[config.mk]
export PLATFORM = sky130hd
export DESIGN_NAME = param_accum_xcel
export DESIGN_NICKNAME = d
export VERILOG_FILES = /design/src/rtl/param_accum_xcel.sv
export SDC_FILE = /design/constraint.sdc
export NUM_CORES = 1
export LEC_CHECK = 0
export CAP_MARGIN = 15
export CELL_PAD_IN_SITES_DETAIL_PLACEMENT = 2
export CELL_PAD_IN_SITES_GLOBAL_PLACEMENT = 2
export CORE_UTILIZATION = 37
export CTS_BUF_LIST = sky130_fd_sc_hd__clkbuf_16
export DETAILED_ROUTE_END_ITERATION = 8
export PLACE_DENSITY = 0.89
export SLEW_MARGIN = 15
export SYNTH_ARGS = -nofsm -noshare
export SYNTH_HDL_FRONTEND = slang
export SYNTH_SLANG_ARGS = --single-unit
[constraint.sdc]
create_clock -name clk -period 10.35 [get_ports clk]
set_input_delay 2.07 -clock clk [delete_from_list [all_inputs] [get_ports clk]]
set_output_delay 2.07 -clock clk [all_outputs]
set_load 0.005 [all_outputs]
[src/rtl/param_accum_xcel.sv]
// Memory-reduction accelerator: streams SIZE elements starting at BASE (STRIDE bytes apart)
// and folds them into one registered result (wrapping sum, signed max, signed min or XOR).
module param_accum_xcel #(
  parameter int unsigned DATA_W = 32,
  parameter int unsigned ADDR_W = 16,
  parameter int unsigned SIZE_W = 14,
  parameter int unsigned STRIDE = 4
) (
  input  logic              clk,
  input  logic              rst,
  input  logic              go,
  input  logic [ADDR_W-1:0] base,
  input  logic [SIZE_W-1:0] size,
  input  logic [1:0]        mode,
  output logic              busy,
  output logic [DATA_W-1:0] result,
  output logic              result_val,
  output logic              memreq_val,
  input  logic              memreq_rdy,
  output logic [ADDR_W-1:0] memreq_addr,
  input  logic              memresp_val,
  input  logic [DATA_W-1:0] memresp_data
);

  typedef enum logic [1:0] {S_IDLE, S_REQ, S_WAIT, S_DONE} state_e;
  typedef enum logic [1:0] {M_SUM, M_MAX, M_MIN, M_XOR} mode_e;

  state_e            state_q, state_d;
  mode_e             mode_q, mode_d;
  logic [SIZE_W-1:0] size_q, size_d;
  logic [SIZE_W-1:0] count_q, count_d, count_inc;
  logic [DATA_W-1:0] acc_q, acc_d, acc_upd;
  logic [DATA_W-1:0] result_q, result_d;
  logic              first_q, first_d;
  logic [ADDR_W-1:0] addr_q, addr_d;
  logic              busy_q, busy_d;
  logic              req_val_q, req_val_d;
  logic              res_val_q, res_val_d;

  // First element seeds max/min so the initial zero accumulator never wins.
  always_comb begin
    acc_upd = acc_q;
    case (mode_q)
      M_SUM:   acc_upd = acc_q + memresp_data;
      M_MAX:   acc_upd = (first_q || ($signed(memresp_data) > $signed(acc_q))) ? memresp_data : acc_q;
      M_MIN:   acc_upd = (first_q || ($signed(memresp_data) < $signed(acc_q))) ? memresp_data : acc_q;
      M_XOR:   acc_upd = acc_q ^ memresp_data;
      default: acc_upd = acc_q;
    endcase
  end

  always_comb begin
    state_d   = state_q;
    mode_d    = mode_q;
    size_d    = size_q;
    count_d   = count_q;
    acc_d     = acc_q;
    result_d  = result_q;
    first_d   = first_q;
    addr_d    = addr_q;
    count_inc = count_q + SIZE_W'(1);
    case (state_q)
      S_IDLE, S_DONE: begin
        if (go) begin
          mode_d  = mode_e'(mode);
          size_d  = size;
          count_d = '0;
          acc_d   = '0;
          first_d = 1'b1;
          addr_d  = base;
          if (size == '0) begin
            state_d  = S_DONE;
            result_d = '0;
          end else begin
            state_d = S_REQ;
          end
        end
      end
      S_REQ: begin
        if (memreq_rdy) state_d = S_WAIT;
      end
      S_WAIT: begin
        if (memresp_val) begin
          acc_d   = acc_upd;
          count_d = count_inc;
          first_d = 1'b0;
          addr_d  = addr_q + ADDR_W'(STRIDE);
          if (count_inc == size_q) begin
            state_d  = S_DONE;
            result_d = acc_upd;
          end else begin
            state_d = S_REQ;
          end
        end
      end
      default: state_d = S_IDLE;
    endcase
    // Status outputs are registered from the next state so they carry no input-to-output path.
    busy_d    = (state_d == S_REQ) || (state_d == S_WAIT);
    req_val_d = (state_d == S_REQ);
    res_val_d = (state_d == S_DONE);
  end

  always_ff @(posedge clk or posedge rst) begin
    if (rst) begin
      state_q   <= S_IDLE;
      mode_q    <= M_SUM;
      size_q    <= '0;
      count_q   <= '0;
      acc_q     <= '0;
      result_q  <= '0;
      first_q   <= 1'b0;
      addr_q    <= '0;
      busy_q    <= 1'b0;
      req_val_q <= 1'b0;
      res_val_q <= 1'b0;
    end else begin
      state_q   <= state_d;
      mode_q    <= mode_d;
      size_q    <= size_d;
      count_q   <= count_d;
      acc_q     <= acc_d;
      result_q  <= result_d;
      first_q   <= first_d;
      addr_q    <= addr_d;
      busy_q    <= busy_d;
      req_val_q <= req_val_d;
      res_val_q <= res_val_d;
    end
  end

  assign busy        = busy_q;
  assign memreq_val  = req_val_q;
  assign result_val  = res_val_q;
  assign result      = result_q;
  assign memreq_addr = addr_q;

endmodule

# Yosys cells after proc, flatten, opt, wreduce, memory -nomap -nowiden
# Index checks and enable logic that the tools add are counted.
# totals
regBits,116
# classes
add_sub_neg,3
bitwise_logic,1
muxes,26
reduce_logical,11
n_eq_ne,14
magnitude_cmp,2
# ops
op,count
2-to-1 mux 32 bit,8
one-hot mux 32 bit (2 select lines),2
one-hot mux 32 bit (4 select lines),1
adder 32 bit,1
greater-than comparator 32 bit,1
< comparator 32 bit,1
2-to-1 mux 16 bit,2
one-hot mux 16 bit (2 select lines),1
bitwise XOR 32 bit,1
2-to-1 mux 14 bit,2
one-hot mux 14 bit (2 select lines),1
adder 16 x 3 -> 16 bit (second input constant),1
adder 14 x 1 -> 14 bit (second input constant),1
== test 14 bit,1
logical NOT 14 bit,1
== test 2 bit (second input constant),6
2-to-1 mux 2 bit,5
!= test 2 bit (second input constant),4
== test 2 x 1 -> 1 bit (second input constant),3
one-hot mux 2 bit (3 select lines),1
AND reduction 5 bit,1
logical NOT 2 bit,2
logical OR 1 bit,3
AND reduction 3 bit,1
other kinds (5),6

# Depth between registers and ports, before layout
# Gate-level depths: netlist (run 1).
# depth
depth_word,7
mapped_depth,14

# Worst setup path after synthesis (run 1)
# OpenSTA, ideal clock, no wires.
# synth_path
path_kind,in2reg
from,input memresp_data[22]
to,"register result_q[27], in the netlist result[27]"
required_ps,10229
cell_stages,11
t_arrival_ps,4655
setup_slack_ps,5574
setup_time_ps,121
path_buffers,2
path_cell_list,ha_1 > buf_6 > and4_4 > nor4b_4 > a2111oi_2 > a21oi_2 > a211oi_4 > buf_6 > mux2_1 > a221o_1 > a22o_1
# synth_between
elab_chain_cells,7
word_cells_on_any_way,11
# synth_lines
item,line_no,rtl
start: declaration,22,input logic [DATA_W-1:0] memresp_data
< comparator 32 bit or greater-than comparator 32 bit (tied branches),"46, 45",
logical OR 1 bit (on tied branches),"46, 45",
2-to-1 mux 32 bit (on tied branches),"46, 45",
one-hot mux 32 bit (4 select lines) *,43,case (mode_q)
2-to-1 mux 32 bit *,88,if (count_inc == size_q) begin
2-to-1 mux 32 bit *,83,if (memresp_val) begin
one-hot mux 32 bit (2 select lines) *,62,case (state_q)
end signal: assignment,123,result_q <= result_d;
end: declaration,33,"logic [DATA_W-1:0] result_q, result_d;"
# Every way passes the cells marked *; elsewhere a longest branch is shown, timed or not. The select of a mux whose other input is x is not followed.
# A chain may end at the register's enable or synchronous reset.

# Final worst setup path (run 1)
# layout_path
from,input memresp_data[27]
to,register acc_q[24]
# layout_between
elab_chain_cells,6
word_cells_on_any_way,9
# layout_lines
item,line_no,rtl
< comparator 32 bit or greater-than comparator 32 bit (tied branches),"46, 45",
logical OR 1 bit (on tied branches),"46, 45",
2-to-1 mux 32 bit (on tied branches),"46, 45",
one-hot mux 32 bit (4 select lines) *,43,
2-to-1 mux 32 bit *,83,
one-hot mux 32 bit (2 select lines) *,62,
end signal: assignment,110,acc_q <= '0;
end signal: assignment,122,acc_q <= acc_d;
end: declaration,32,"logic [DATA_W-1:0] acc_q, acc_d, acc_upd;"
# Marked as above.

==> results.md, run 1 <==
* Result of the run: complete, no violations
* Top achievable clock speed at 0.1664 GHz
* CP required at 10670 ps
* Number of iterations in the first detailed-routing pass at 5
* Global-route wire length before repair at 65560 um
* Startpoint Class: input port
* Sequential-to-total area share from yosys stat at 30.32%
* Flop pwr share at a little under a quarter
* Max-capacitance violation count at 0
* Class of the tightest hold or removal check: flip-flop to flip-flop
* Number of antenna violations at the first check in global routing at 0
* Vias in the first global route at 11190
* Die Span Y at 162.9 um
* Global-route usage over all layers at 32.36%
* # H-tree levels at 4
* Worst r2r src: acc_q[31]
* Drt wl/cell at 26.82 um
* Depth of the worst register-to-register path at 12
* Most common cell after layout, fill and taps aside: sky130_fd_sc_hd__clkdlybuf4s50_1
* Combined area of all synthesized cells at around 9600 um2
* Headroom to the max-slew limit at 30.30%
* Final period util at 58.05%
* Startpoint-to-endpoint class of the critical path: input port to flip-flop
* Horiz. Die Dim at 162.9 um
* Number of nets in the layout at between 1000 and 1500
* Total inserted antenna cells at 0
* Total via count after detailed routing at 9993
* Pin count of the biggest net entering global routing at 52
* Cts repair resizes at 0
* Number of filler instances in the final layout at about 2800
* Yosys warnings at 0
* Minimum period implied by the final worst setup slack at about 6000 ps
* Switching part of the total power at 50.95%
* Switching pwr at around 1.8 mW
* Skew-Pair Late Insertion Delay at 450 ps
* Number of hold violations in the final report at 0
* Area enclosed by the die boundary at 26520 um2
* Power Internal at 1.717 mW
* DRC violations left at 0
* Library cells used by synthesis at 83
* Count of standard-cell rows at a little under 60
* Post-synth EDFFs at 0
* Cell count after synthesis at 1136
* Initial cell density of the core at 37.91%
* Share of post-route cells with drive strength above 1 at 9.748%
* Post-synth ARST share at 100.0%
* Clock root buffer: sky130_fd_sc_hd__clkbuf_16
* I/O pins at 120
* Leading register cell type out of synthesis: sky130_fd_sc_hd__dfrtp_1
* Commonest cells after routing, fill and taps aside: sky130_fd_sc_hd__clkdlybuf4s50_1 (119), sky130_fd_sc_hd__dfrtp_1 (116), sky130_fd_sc_hd__nand2_1 (100)
* Arrival time of data at the critical path endpoint at 6330 ps
* Clock-pin slew on the worst setup and hold paths at around 70 ps
* Power density over the cells at about 300 nW/um2
* Hold Crit Depth at 2
* Least-Margin Pin Slew at 1043 ps
* Average vias per placed instance at 6.402
* Clk network pwr share at around 17%
* Start point of the worst min-delay path: result[18]
* Worst setup path start: memresp_data[27]
* Number of buffers inserted by hold repair at cts at 0
* Number of nets with antenna violations after routing at 0
* Hold slack final at between 400 and 500 ps
* Peak supply drop at ~0.13 mV
* Violation count after the first detailed-routing iteration at 732
* Global placer's final weighted congestion at 0.9177
* Total Negative Setup Slacks at 0 ps
* Largest driver fanout on the critical path at 26
* Final Skew at approximately 13 ps
* Sort of element at the end of the critical path: flip-flop
* Total leakage power at 4.822 nW
* Mean instance size in the synthesized netlist at around 8.4 um2
* Synthesized Nets at 1275
* Max-slew violation total from the final report at 0
* Gate power share at 59.8%
* TritonCTS Buffers at 17
* Placed wire-length estimate at 27310 um
* Number of buffers inserted by port buffering at 119
* GRT overflow at 0
* Largest buffer count on any clock path at 2
* Clock tree from TritonCTS: built
* Placeable Area at 25250 um2
* Routed wire length at 41870 um
* Setup-violating endpoint count in the final report at 0
* Clk sink count at 116
* Area Growth Syn to Fin at 20.26%
* Number of buffers added for setup after CTS at 0
* Total of flip-flops plus latches after synthesis at 116
* Setup repair after global routing missed its margin: no
==> power by group through the flow <==
stage               combinational, mW  clock [mW]  sequential [mW]
finish                           2.09       0.592            0.814
global route                     2.24       0.609            0.830
CTS                              2.06       0.595            0.810
detailed placement               1.97           0            0.808
global placement                 1.87           0            0.796
floorplan                        1.28           0            0.746
==> Yosys cell counts, drive strengths merged (16+ instances only) <==
cell type	n	area share, %
o211ai	20	1.7
inv	66	2.6
clkbuf	38	1.5
nand2	101	4.0
dfrtp	116	30
buf	30	1.8
nand3	55	2.9
nor2	83	3.3
ha	69	9.0
xnor2	16	1.5
mux2	47	5.5
nor3	28	1.6
a21oi	84	4.5
mux2i	32	3.3
a221oi	23	2.4
o21ai	99	5.2
==> metal layers <==
metal  track usage, %  part of all wire, %  routed length, um
met1            39.11                   41              17310
met4            17.16                  4.6               1914
met5                0                    0                  0
met3            5.704                  5.5               2322
met2            54.62                   49              20320
==> final timing paths <==
kind,endpoint,slack (ps)
setup reg to reg,acc_q[24],6020
max in group asynchronous,acc_q[29],6760
hold reg to reg,result[18],490
min in group asynchronous,result[6],1930
hold / removal,result[18],490
setup / recovery,acc_q[24],4340
==> registers in the layout (all words and copies together) (netlist names) <==
name / cells
acc_q: 32
busy: 1
count_q: 14
first_q: 1
memreq_addr: 16
memreq_val: 1
mode_q: 2
result: 32
result_val: 1
size_q: 14
state_q: 2
==> worst max-delay path, cell delays in order <==
cell and delay (ps):
sky130_fd_sc_hd__clkdlybuf4s50_1 560, sky130_fd_sc_hd__ha_1 590, sky130_fd_sc_hd__nand3_1 240, sky130_fd_sc_hd__nor4b_4 370, sky130_fd_sc_hd__nand2_1 190, sky130_fd_sc_hd__a31o_4 280
sky130_fd_sc_hd__a211oi_4 400, sky130_fd_sc_hd__buf_4 500, sky130_fd_sc_hd__o32a_1 570, sky130_fd_sc_hd__nor2b_1 140, sky130_fd_sc_hd__a2111oi_2 290, sky130_fd_sc_hd__o21ai_0 130
==> layout make-up <==
type	instances	area [um2]	share of cell area, %
sequential	116	2903	25.21
timing repair buffer	131	1281	11.13
tap	330	412.9	3.586
clock buffer	17	425.4	3.695
multi-input combinational	885	6115	53.11
clock inverter	15	122.6	1.065
inverter	67	254.0	2.206
==> per-stage QoR <==
stage	cells	worst slack [ps]	cell area, um2	util (%)	power, mW
after floorplan	1136	5208	9574	-	2.029
after global placement	1529	4207	10960	43.41	2.668
after detailed placement	1529	4042	10960	43.41	2.781
after CTS	1561	4426	11510	45.58	3.465
after global routing	1561	4113	11510	45.59	3.675
final	1561	4342	11510	45.59	3.500
==> logic make-up (layout without fill, tap and decap cells) <==
| kind of cell | after synthesis | after routing | synth area share, % |
|---|---|---|---|
| AO/OA/AOI/OAI | 354 | 354 | 24.84 |
| AND/OR/NAND/NOR | 353 | 353 | 18.11 |
| buffers and inverters | 135 | 230 | 5.972 |
| flip-flops | 116 | 116 | 30.32 |
| multiplexers | 79 | 79 | 8.874 |
| adder cells (fa/ha/maj) | 70 | 70 | 9.226 |
| XOR/XNOR | 29 | 29 | 2.653 |
No activity file was read; power rests on OpenSTA's default activity.
==> inputs of run 2 (changes only) <==
--- a/config.mk
+++ b/config.mk
@@ -8,10 +8,10 @@
 export CAP_MARGIN = 15
 export CELL_PAD_IN_SITES_DETAIL_PLACEMENT = 2
 export CELL_PAD_IN_SITES_GLOBAL_PLACEMENT = 2
-export CORE_UTILIZATION = 37
+export CORE_UTILIZATION = 34
 export CTS_BUF_LIST = sky130_fd_sc_hd__clkbuf_16
 export DETAILED_ROUTE_END_ITERATION = 8
-export PLACE_DENSITY = 0.89
+export PLACE_DENSITY = 0.83
 export SLEW_MARGIN = 15
 export SYNTH_ARGS = -nofsm -noshare
 export SYNTH_HDL_FRONTEND = slang
==> constraint.sdc (replaced) <==
create_clock -name clk -period 5.8 [get_ports clk]
set_input_delay 1.16 -clock clk [delete_from_list [all_inputs] [get_ports clk]]
set_output_delay 1.16 -clock clk [all_outputs]
set_load 0.005 [all_outputs]
==> run 2 against run 1 <==
  * Cell count is 3.5% higher
  * Clock power is 93% higher
  * Combinational power is 75% higher
  * Largest cell class unchanged
  * Highest routed layer unchanged
==> results.md, run 2 (synthesis gave the netlist of run 1 again) <==
* Global-route wire length before repair at 61240 um (was 65560 um)
* Count of standard-cell rows at 61 (was 58)
* Number of antenna violations at the first check in global routing at 1 (was 0)
* Number of buffers inserted by port buffering at 119 (unchanged)
* Pin count of the biggest net entering global routing at 51 (was 52)
* Headroom to the max-slew limit at 18.99% (was 30.30%)
* Number of nets in the layout at 1362 (was 1357)
* Number of buffers inserted by hold repair at cts at 0 (unchanged)
* Clock-pin slew on the worst setup and hold paths at 70 ps (about the same)
* Clock tree from TritonCTS: built (unchanged)
* Area enclosed by the die boundary at 28830 um2 (was 26520 um2)
* Number of nets with antenna violations after routing at 0 (unchanged)
* Fin cells at 1615 (was 1561)
* Placeable Area at 27710 um2 (was 25250 um2)
* Minimum period implied by the final worst setup slack at 4879 ps
* Largest buffer count on any clock path at 2 (unchanged)
* Clk sink count at 116 (unchanged)
* Number of buffers added for setup after CTS at 0 (unchanged)
* Global-route usage over all layers at 27.75% (was 32.36%)
* Min-Delay Endpoint: result[21] (was result[18])
* Total via count after detailed routing at 9629 (was 9993)
* Clock root buffer: sky130_fd_sc_hd__clkbuf_16 (unchanged)
* CP required at 6110 ps (was 10670 ps)
* Routed wire length at 39400 um (was 41870 um)
* Startpoint-to-endpoint class of the critical path: input port to flip-flop (unchanged)
* Depth of the worst register-to-register path at 12 (unchanged)
* Number of iterations in the first detailed-routing pass at 6 (was 5)
* Top achievable clock speed at 0.2050 GHz
* Global placer's final weighted congestion at 0.8825 (was 0.9177)
* DRC violations left at 0 (unchanged)
* Final period util at 84.12%
* Start point of the worst min-delay path: result[21] (was result[18])
* Least-Margin Pin Slew at 1211 ps (was 1043 ps)
* Drt wl/cell at 24.40 um (was 26.82 um)
* R2r endpoint: acc_q[30] (was acc_q[24])
* Result of the run: complete, no violations (unchanged)
* Commonest cells after routing, fill and taps aside: sky130_fd_sc_hd__clkdlybuf4s50_1 (119), sky130_fd_sc_hd__dfrtp_1 (116), sky130_fd_sc_hd__nand2_1 (100) (unchanged)
* GRT overflow at 0 (unchanged)
* Placed cells at 1582 (was 1529)
* Power density over the cells at 533.5 nW/um2 (was 304.0 nW/um2)
* Placed wire-length estimate at 27490 um (was 27310 um)
* Startpoint Class: input port (unchanged)
* Cts repair resizes at 0 (unchanged)
* Skew-Pair Late Insertion Delay at 440 ps (was 450 ps)
* Largest driver fanout on the critical path at 15 (was 26)
* Max-slew violation total from the final report at 0 (unchanged)
* Initial cell density of the core at 34.56% (was 37.91%)
* Total Negative Setup Slacks at 0 ps (unchanged)
* Hold Crit Depth at 2 (unchanged)
* Final Skew at 12.84 ps (was 13.49 ps)
* Worst r2r src: acc_q[31] (unchanged)
* Average vias per placed instance at 5.962 (was 6.402)
* Number of hold violations in the final report at 0 (unchanged)
* Max-capacitance violation count at 0 (unchanged)
* Total leakage power at 4.877 nW (was 4.822 nW)
* Most common cell after layout, fill and taps aside: sky130_fd_sc_hd__clkdlybuf4s50_1 (unchanged)
* TritonCTS Buffers at 17 (unchanged)
* Worst-case register-to-register setup slack at 1740 ps (was 6020 ps)
* Vias in the first global route at 10360 (was 11190)
* Horiz. Die Dim at 169.8 um (was 162.9 um)
* Class of the tightest hold or removal check: flip-flop to flip-flop (unchanged)
* Die Span Y at 169.8 um (was 162.9 um)
* I/O pins at 120 (unchanged)
* Area Growth Syn to Fin at 21.97% (was 20.26%)
* Violation count after the first detailed-routing iteration at 568 (was 732)
* Setup-violating endpoint count in the final report at 0 (unchanged)
* Sort of element at the end of the critical path: flip-flop (unchanged)
* Arrival time of data at the critical path endpoint at 5190 ps (was 6330 ps)
* Share of post-route cells with drive strength above 1 at 10.03% (was 9.748%)
* # H-tree levels at 4 (unchanged)
* Peak supply drop at 0.2620 mV (was 0.1295 mV)
* Setup repair after global routing missed its margin: no (unchanged)
==> run 2: worst max path at each step <==
stage	slack (ps)	start	end	depth (start not counted)
finish	920	memresp_data[31]	acc_q[30]	12
global route	820	memresp_data[29]	acc_q[30]	10
CTS	1040	memresp_data[31]	acc_q[30]	12
detailed placement	620	memresp_data[31]	acc_q[24]	11
global placement	780	memresp_data[21]	acc_q[24]	11
floorplan	1570	rst	acc_q[0]	1
==> run 2: final cells by class <==
class | instances | area (um2)
multi-input cells | 885 | 6110
clock inverters | 15 | 178.9
clock buffers | 17 | 425.4
well taps | 378 | 473.0
repair buffers | 136 | 1331
fillers | 3056 | 16030
inverters | 67 | 254.0
diodes | 1 | 2.502
flip-flops and latches | 116 | 2903
==> run 2: stage by stage <==
stage	total power, mW	hold slack, ps	cell area, um2	worst slack [ps]	util [%]
floorplan	3.620	465.4	9574	1568	-
global placement	4.844	461.7	11070	778.4	39.96
detailed placement	5.004	475.5	11070	616.4	39.96
CTS	6.236	490.6	11670	1041	42.14
global route	6.598	520.0	11680	819.4	42.15
finish	6.229	488.0	11680	921.0	42.15
==> run 2: routing by layer <==
layer	vias to the layer above	part of all wire [%]	GRT usage, %	routed length [um]
li1	4350	-	-	-
met1	4965	43	34.28	16830
met2	249	50	48.84	19750
met3	65	4.5	4.361	1786
met4	0	2.6	9.283	1028
met5	-	0	0	0
==> run 2: worst max-delay path, stage by stage <==
cell and delay [ps]:
sky130_fd_sc_hd__clkdlybuf4s50_1 520, sky130_fd_sc_hd__ha_1 650, sky130_fd_sc_hd__nand4_4 180, sky130_fd_sc_hd__nor4b_4 380
sky130_fd_sc_hd__nand2_1 220, sky130_fd_sc_hd__a31o_4 300, sky130_fd_sc_hd__a211oi_4 500, sky130_fd_sc_hd__buf_12 260
sky130_fd_sc_hd__nand2_1 100, sky130_fd_sc_hd__o21ai_1 390, sky130_fd_sc_hd__a221oi_1 260, sky130_fd_sc_hd__a22o_1 260
==> run 2: report_power, final <==
group	leakage [nW]	switching [mW]	internal [mW]
sequential	1.50	0.308	1.11
combinational	3.08	2.25	1.41
clock	0.293	0.465	0.680
total	4.88	3.03	3.20
